## config.mk

```make
export PLATFORM = sky130hd
export DESIGN_NAME = pcm_capture_ctrl
export DESIGN_NICKNAME = d
export VERILOG_FILES = /design/src/rtl/pcm_capture_ctrl.sv
export SDC_FILE = /design/constraint.sdc
export NUM_CORES = 1
export LEC_CHECK = 0
export BUFFER_PORTS_ARGS = -buffer_cell sky130_fd_sc_hd__buf_2
export CAP_MARGIN = 20
export CORE_MARGIN = 8
export CORE_UTILIZATION = 35
export CTS_CLUSTER_DIAMETER = 200
export DETAILED_ROUTE_END_ITERATION = 10
export SLEW_MARGIN = 20
export SYNTH_ARGS = -nofsm -noshare
export SYNTH_HDL_FRONTEND = slang
export SYNTH_SLANG_ARGS = --single-unit
```

## constraint.sdc

```tcl
create_clock -name clk -period 2.5 [get_ports clk]
set_clock_uncertainty 0.2 [all_clocks]
set_input_delay 0.25 -clock clk [delete_from_list [all_inputs] [get_ports clk]]
set_output_delay 0.25 -clock clk [all_outputs]
set_load 0.005 [all_outputs]
```

## src/rtl/pcm_capture_ctrl.sv

```systemverilog
// PCM capture sequencer: warm-up discard, optional magnitude trigger (PCM_CAPTURE_TRIGGER_EN), MSB-first byte split.
// Latency: pcm_valid at N -> first byte at N+1; done registered one cycle after the final byte or stop.
// Backpressure: fifo_full stalls the serializer in place; samples arriving while it is loaded are dropped and counted.
module pcm_capture_ctrl #(
  parameter int DATA_SIZE      = 24,
  parameter int COUNT_WIDTH    = 24,
  parameter int WARMUP_SAMPLES = 256
) (
  input  logic                   clk,
  input  logic                   rst_n,
  input  logic                   start,
  input  logic                   stop,
  input  logic [COUNT_WIDTH-1:0] sample_target,
  input  logic [DATA_SIZE-2:0]   trig_level,
  input  logic [DATA_SIZE-1:0]   pcm_in,
  input  logic                   pcm_valid,
  input  logic                   fifo_full,
  output logic                   fifo_wr_en,
  output logic [7:0]             fifo_wr_data,
  output logic                   busy,
  output logic                   done,
  output logic                   overflow,
  output logic [COUNT_WIDTH-1:0] sample_count,
  output logic [COUNT_WIDTH-1:0] drop_count
);

  localparam int BYTES = DATA_SIZE / 8;
  localparam int IW    = (BYTES > 1) ? $clog2(BYTES) : 1;
  localparam int WW    = (WARMUP_SAMPLES > 1) ? $clog2(WARMUP_SAMPLES) : 1;
  localparam logic [WW-1:0] WARM_LAST = WW'((WARMUP_SAMPLES > 0) ? WARMUP_SAMPLES - 1 : 0);
  localparam logic [IW-1:0] IDX_TOP   = IW'(BYTES - 1);

  typedef enum logic [2:0] {
    IDLE,
    WARMUP,
`ifdef PCM_CAPTURE_TRIGGER_EN
    ARMED,
`endif
    CAPTURE,
    DRAIN
  } state_t;

`ifdef PCM_CAPTURE_TRIGGER_EN
  localparam state_t POST_WARM = ARMED;
`else
  localparam state_t POST_WARM = CAPTURE;
`endif

  state_t                  state, next_state;
  logic [COUNT_WIDTH-1:0]  target_q;
  logic [WW-1:0]           warm_cnt;
  logic [BYTES-1:0][7:0]   shreg;
  logic [IW-1:0]           idx;
  logic                    loaded;

  logic start_acc;
  logic load;
  logic drop;
  logic warm_inc;
  logic last_wr;
  logic target_hit;

  assign fifo_wr_en   = loaded && !fifo_full;
  assign fifo_wr_data = loaded ? shreg[idx] : 8'h00;
  assign busy         = (state != IDLE);
  assign last_wr      = fifo_wr_en && (idx == '0);
  assign target_hit   = last_wr && (target_q != '0) &&
                        ((sample_count + COUNT_WIDTH'(1)) == target_q);

`ifdef PCM_CAPTURE_TRIGGER_EN
  logic [DATA_SIZE-1:0] pcm_neg;
  logic [DATA_SIZE-2:0] pcm_mag;
  logic                 trig_hit;

  assign pcm_neg = ~pcm_in + DATA_SIZE'(1);

  // The most-negative code has no positive twin; clamp it to full scale.
  always_comb begin
    pcm_mag = pcm_in[DATA_SIZE-2:0];
    if (pcm_in[DATA_SIZE-1]) begin
      if (pcm_in[DATA_SIZE-2:0] == '0) pcm_mag = '1;
      else                             pcm_mag = pcm_neg[DATA_SIZE-2:0];
    end
  end

  assign trig_hit = (pcm_mag >= trig_level);
`else
  logic unused_trig;
  assign unused_trig = ^trig_level;
`endif

  always_ff @(posedge clk or negedge rst_n) begin
    if (!rst_n) state <= IDLE;
    else        state <= next_state;
  end

  always_comb begin
    next_state = state;
    start_acc  = 1'b0;
    load       = 1'b0;
    drop       = 1'b0;
    warm_inc   = 1'b0;
    unique case (state)
      IDLE: begin
        if (start && !stop) begin
          start_acc  = 1'b1;
          next_state = (WARMUP_SAMPLES == 0) ? POST_WARM : WARMUP;
        end
      end
      WARMUP: begin
        if (stop) begin
          next_state = IDLE;
        end else if (pcm_valid) begin
          warm_inc = 1'b1;
          if (warm_cnt == WARM_LAST) next_state = POST_WARM;
        end
      end
`ifdef PCM_CAPTURE_TRIGGER_EN
      ARMED: begin
        if (stop) begin
          next_state = IDLE;
        end else if (pcm_valid && trig_hit) begin
          load       = 1'b1;
          next_state = CAPTURE;
        end
      end
`endif
      CAPTURE: begin
        // A strobe during the final byte still sees the serializer busy and is dropped.
        if (pcm_valid && loaded)             drop = 1'b1;
        else if (pcm_valid && !stop)         load = 1'b1;
        if (target_hit)                      next_state = IDLE;
        else if (stop && (!loaded || last_wr)) next_state = IDLE;
        else if (stop)                       next_state = DRAIN;
      end
      DRAIN: begin
        if (last_wr || !loaded) next_state = IDLE;
      end
      default: next_state = IDLE;
    endcase
  end

  always_ff @(posedge clk or negedge rst_n) begin
    if (!rst_n) begin
      target_q     <= '0;
      warm_cnt     <= '0;
      shreg        <= '0;
      idx          <= '0;
      loaded       <= 1'b0;
      sample_count <= '0;
      drop_count   <= '0;
      overflow     <= 1'b0;
      done         <= 1'b0;
    end else begin
      done <= (state != IDLE) && (next_state == IDLE);
      if (start_acc) begin
        target_q     <= sample_target;
        warm_cnt     <= '0;
        sample_count <= '0;
        drop_count   <= '0;
        overflow     <= 1'b0;
      end
      if (warm_inc) warm_cnt <= warm_cnt + WW'(1);
      if (fifo_wr_en) begin
        if (idx == '0) begin
          loaded       <= 1'b0;
          sample_count <= sample_count + COUNT_WIDTH'(1);
        end else begin
          idx <= idx - IW'(1);
        end
      end
      if (load) begin
        shreg  <= pcm_in;
        idx    <= IDX_TOP;
        loaded <= 1'b1;
      end
      if (drop) begin
        overflow <= 1'b1;
        if (drop_count != '1) drop_count <= drop_count + COUNT_WIDTH'(1);
      end
    end
  end

endmodule

```

==> flow_metrics.py <==
metrics = {
    "yosys": {
        "synth_edf_count": 0,
        "yosysTopAreaCell": "dfrtp_1",
        "yosys.cell_types.count": 63,
        "synth.top_cell.area_share_pct": 45.9,
        "ys.flop_type": "dfrtp_1",
        "synthCells": 671,
        "ys_warn_count": 0,
        "synth_area_um2": 6110,
        "synth_area_leaders": "dfrtp_1 46%, nand2_1 7.9%, mux2_2 4.4%, o21ai_0 4.3%, xnor2_1 3.2%",
        "syn_nets": 752,
        "syn_area_per_cell_um2": 9.11,
        "synthArstFlopShare_pct": 100,
        "synth-seq-cells": 112,
        "synth_seq_area_share_pct": 45.9,
    },
    "critical_path": {
        "cp-start-kind": "flop",
        "cp.required_ps": 2550,
        "path_cells": "ha_4 -> nand3_1 -> buf_6 -> or4_4 -> xnor2_1 -> nor4_1 -> nand4_1 -> nand3b_1 -> nor3b_2",
        "crit_path_end_kind": "flop",
        "path_class": "reg2reg",
        "crit_fanout": 6,
        "cpPeakStageDelay_ps": 430,
        "slowest_stage": "dfrtp_2",
        "cp.arrival_ps": 2540,
    },
    "floorplan": {
        "core-area_um2": 17200,
        "die_x_um": 148,
        "dieArea_um2": 21900,
        "io_pins": 137,
        "die_h_um": 148,
        "std_cell_rows": 48,
        "initial_core_util_pct": 35.6,
    },
    "placed_design": {
        "finalWeightedCongestion": 0.822,
        "dp_hpwl_um": 12900,
        "numPortBuffers": 113,
    },
    "grt": {
        "grt_pass1_wl_um": 29600,
        "overflow": 0,
        "grt_start_max_net_pins": 70,
        "antenna_found_initial": 3,
        "globalRouteTotalUtil_pct": 16.7,
        "grt_pass1_vias": 5661,
    },
    "sta": {
        "clock.fmax_mhz": 402,
        "relSlewSlack_pct": 60.2,
        "setup_tns_ps": 0,
        "tightest_slew_ps": 597,
        "hold_violations": 0,
        "setup_viol": 0,
        "rsz0062_at_grt": "yes",
        "fin_crit_sh_pct": 99.6,
        "drv_slew": 0,
        "holdWs_ps": 70.1,
        "min_period_ps": 2490,
    },
    "detailed_routing": {
        "wl_per_cell_um": 16.0,
        "first_pass_iters": 5,
        "ant_nets": 0,
        "drt-initial-drc-count": 377,
        "drc": 0,
        "wl_um": 18100,
        "num_vias": 5751,
        "via_per_inst": 5.10,
    },
    "clock_tree": {
        "cts-htree-levels": 3,
        "ctsRootBufferMaster": "clkbuf_16",
        "clk-insertion-delay-late_ps": 360,
        "clk_pin_slew_ps": 70,
        "tritoncts": "yes",
        "numCtsBuffers": 9,
        "cts_sinks": 112,
        "clock_path_buffers": 2,
    },
    "power_and_ir_drop": {
        "power-per-cell-area_nw_per_um2": 475,
        "irDropWorstVdd_mv": 0.338,
        "p_leak_nw": 4.08,
    },
    "run": {
        "drv_cap": 0,
    },
    "cells_and_area": {
        "syn_to_final_growth_pct": 38.1,
        "drive_above_1_share_pct": 30.4,
        "finalNetCount": 979,
    },
    "run_status": {
        "outcome": "complete, no violations",
    },
    "hold_path": {
        "hold_path_class": "in2reg",
    },
}
Yosys cell counts (5+ instances only):
cell and instances:
nand3_1 38, nor4_1 17, xor2_1 13, nor3_1 12, inv_1 17, and2_1 8
clkbuf_1 26, nor2_1 39, o31ai_1 11, xnor2_1 22, a21oi_1 19, o22ai_1 5
o21ai_0 52, dfrtp_1 112, and3_1 10, nand4_1 17, buf_2 5, nor2b_1 13
mux2_2 24, mux2i_1 13, a31oi_1 7, nand2_1 129
worst paths after layout:
check | end | startpoint | slack, ps | cells past startpoint
min in group asynchronous | target_q[5]$_DFFE_PN0P_ | rst_n | 190 | 2
hold / removal | loaded$_DFFE_PN0P_ | fifo_full | 70 | 3
hold reg to reg | overflow$_DFFE_PN0P_ | overflow$_DFFE_PN0P_ | 280 | 2
setup / recovery | state[1]$_DFF_PN0_ | sample_count[0]$_DFF_PN0_ | 10 | 9
setup reg to reg | state[1]$_DFF_PN0_ | sample_count[0]$_DFF_PN0_ | 10 | 9
max in group asynchronous | sample_count[15]$_DFF_PN0_ | rst_n | 1170 | 3
placed cells by master, fill, tap and decap left out, types with 3 or more instances in the layout:
cell type | netlist | final
nand2_1 | 129 | 129
buf_2 | 5 | 112
dfrtp_1 | 112 | 108
buf_4 | 2 | 86
o21ai_0 | 52 | 52
dlygate4sd3_1 | 0 | 49
nand3_1 | 38 | 38
nor2_1 | 39 | 38
mux2_2 | 24 | 24
xnor2_1 | 22 | 21
a21oi_1 | 19 | 19
inv_1 | 17 | 17
nand4_1 | 17 | 17
nor4_1 | 17 | 14
nor2b_1 | 13 | 13
mux2i_1 | 13 | 13
xor2_1 | 13 | 12
o31ai_1 | 11 | 11
and3_1 | 10 | 10
clkbuf_16 | 0 | 9
nor3_1 | 12 | 8
and2_1 | 8 | 8
a31oi_1 | 7 | 7
o22ai_1 | 5 | 5
or3_1 | 4 | 4
o211ai_1 | 4 | 4
dfrtp_2 | 0 | 4
or4_4 | 1 | 3
nand3b_1 | 3 | 3
o41ai_1 | 3 | 3
ha_1 | 4 | 3
buf_6 | 1 | 3
layout make-up:
class | instances | area [um2]
Antenna cell | 1 | 2.50
Clock buffer | 11 | 253
Clock inverter | 4 | 61.3
Fill cell | 1668 | 8730
Inverter | 17 | 63.8
Multi-Input combinational cell | 507 | 3220
Sequential cell | 112 | 2810
Tap cell | 225 | 282
Timing Repair Buffer | 251 | 1750
routing by layer:
metal / routed length [um] / track usage [%] / up-vias / share of wire [%]
met1: 7910 / 20.7 / 2771 / 44
met2: 8980 / 27.6 / 115 / 50
met3: 884 / 4.77 / 27 / 4.9
met4: 298 / 5.30 / 4 / 1.6
li1: - / - / 2834 / -
met5: 26 / 0 / - / 0.14
critical path, delay by kind of cell (launching register included):
family / cells / cell delay, ps
flip-flops: 1 / 430
buffers and inverters: 1 / 150
AND/OR/NAND/NOR: 6 / 1310
adder cells (fa/ha/maj): 1 / 150
XOR/XNOR: 1 / 140
sequential cells by signal, indices dropped and copies added (netlist names):
name,cells
shreg,24
target_q,24
drop_count,24
overflow,1
loaded,1
state,3
warm_cnt,8
sample_count,24
idx,2
done,1
where the power goes:
| group | leakage (nW) | internal, mW | switching, mW |
|---|---|---|---|
| clock | 0.156 | 0.844 | 0.694 |
| sequential | 1.52 | 1.89 | 0.108 |
| combinational | 2.41 | 0.247 | 0.231 |
per-stage QoR:
| step | std cells | power [mW] | setup slack [ps] | utilization, % | area, um2 |
|---|---|---|---|---|---|
| floorplan | 671 | 2.23 | -127 | - | 6160 |
| global placement | 1054 | 2.43 | -100 | 43.4 | 7460 |
| detailed placement | 1054 | 2.44 | -156 | 43.4 | 7460 |
| CTS | 1125 | 4.06 | -8.23 | 48.7 | 8360 |
| global route | 1128 | 4.19 | -86.0 | 49.1 | 8440 |
| finish | 1128 | 4.01 | 9.70 | 49.1 | 8440 |
timing repair:
action	4_1_cts	5_1_grt
endpoints found under the setup margin	2	9
endpoints found under the hold margin	79	0
hold buffers	49	0
pin swaps	9	8
buffers inserted	7	2
gates resized for setup	12	11
logic make-up after synthesis:
| logic type | Yosys count | synth area share (%) |
|---|---|---|
| other cells | 1 | 0.0614 |
| fa+ha+maj | 4 | 0.819 |
| mux | 37 | 6.55 |
| flops | 112 | 45.9 |
| xor+xnor | 36 | 5.38 |
| simple gates | 311 | 25.3 |
| compound gates | 118 | 12.5 |
| buf+inv | 52 | 3.56 |
Power figures use the tool's default switching activity.
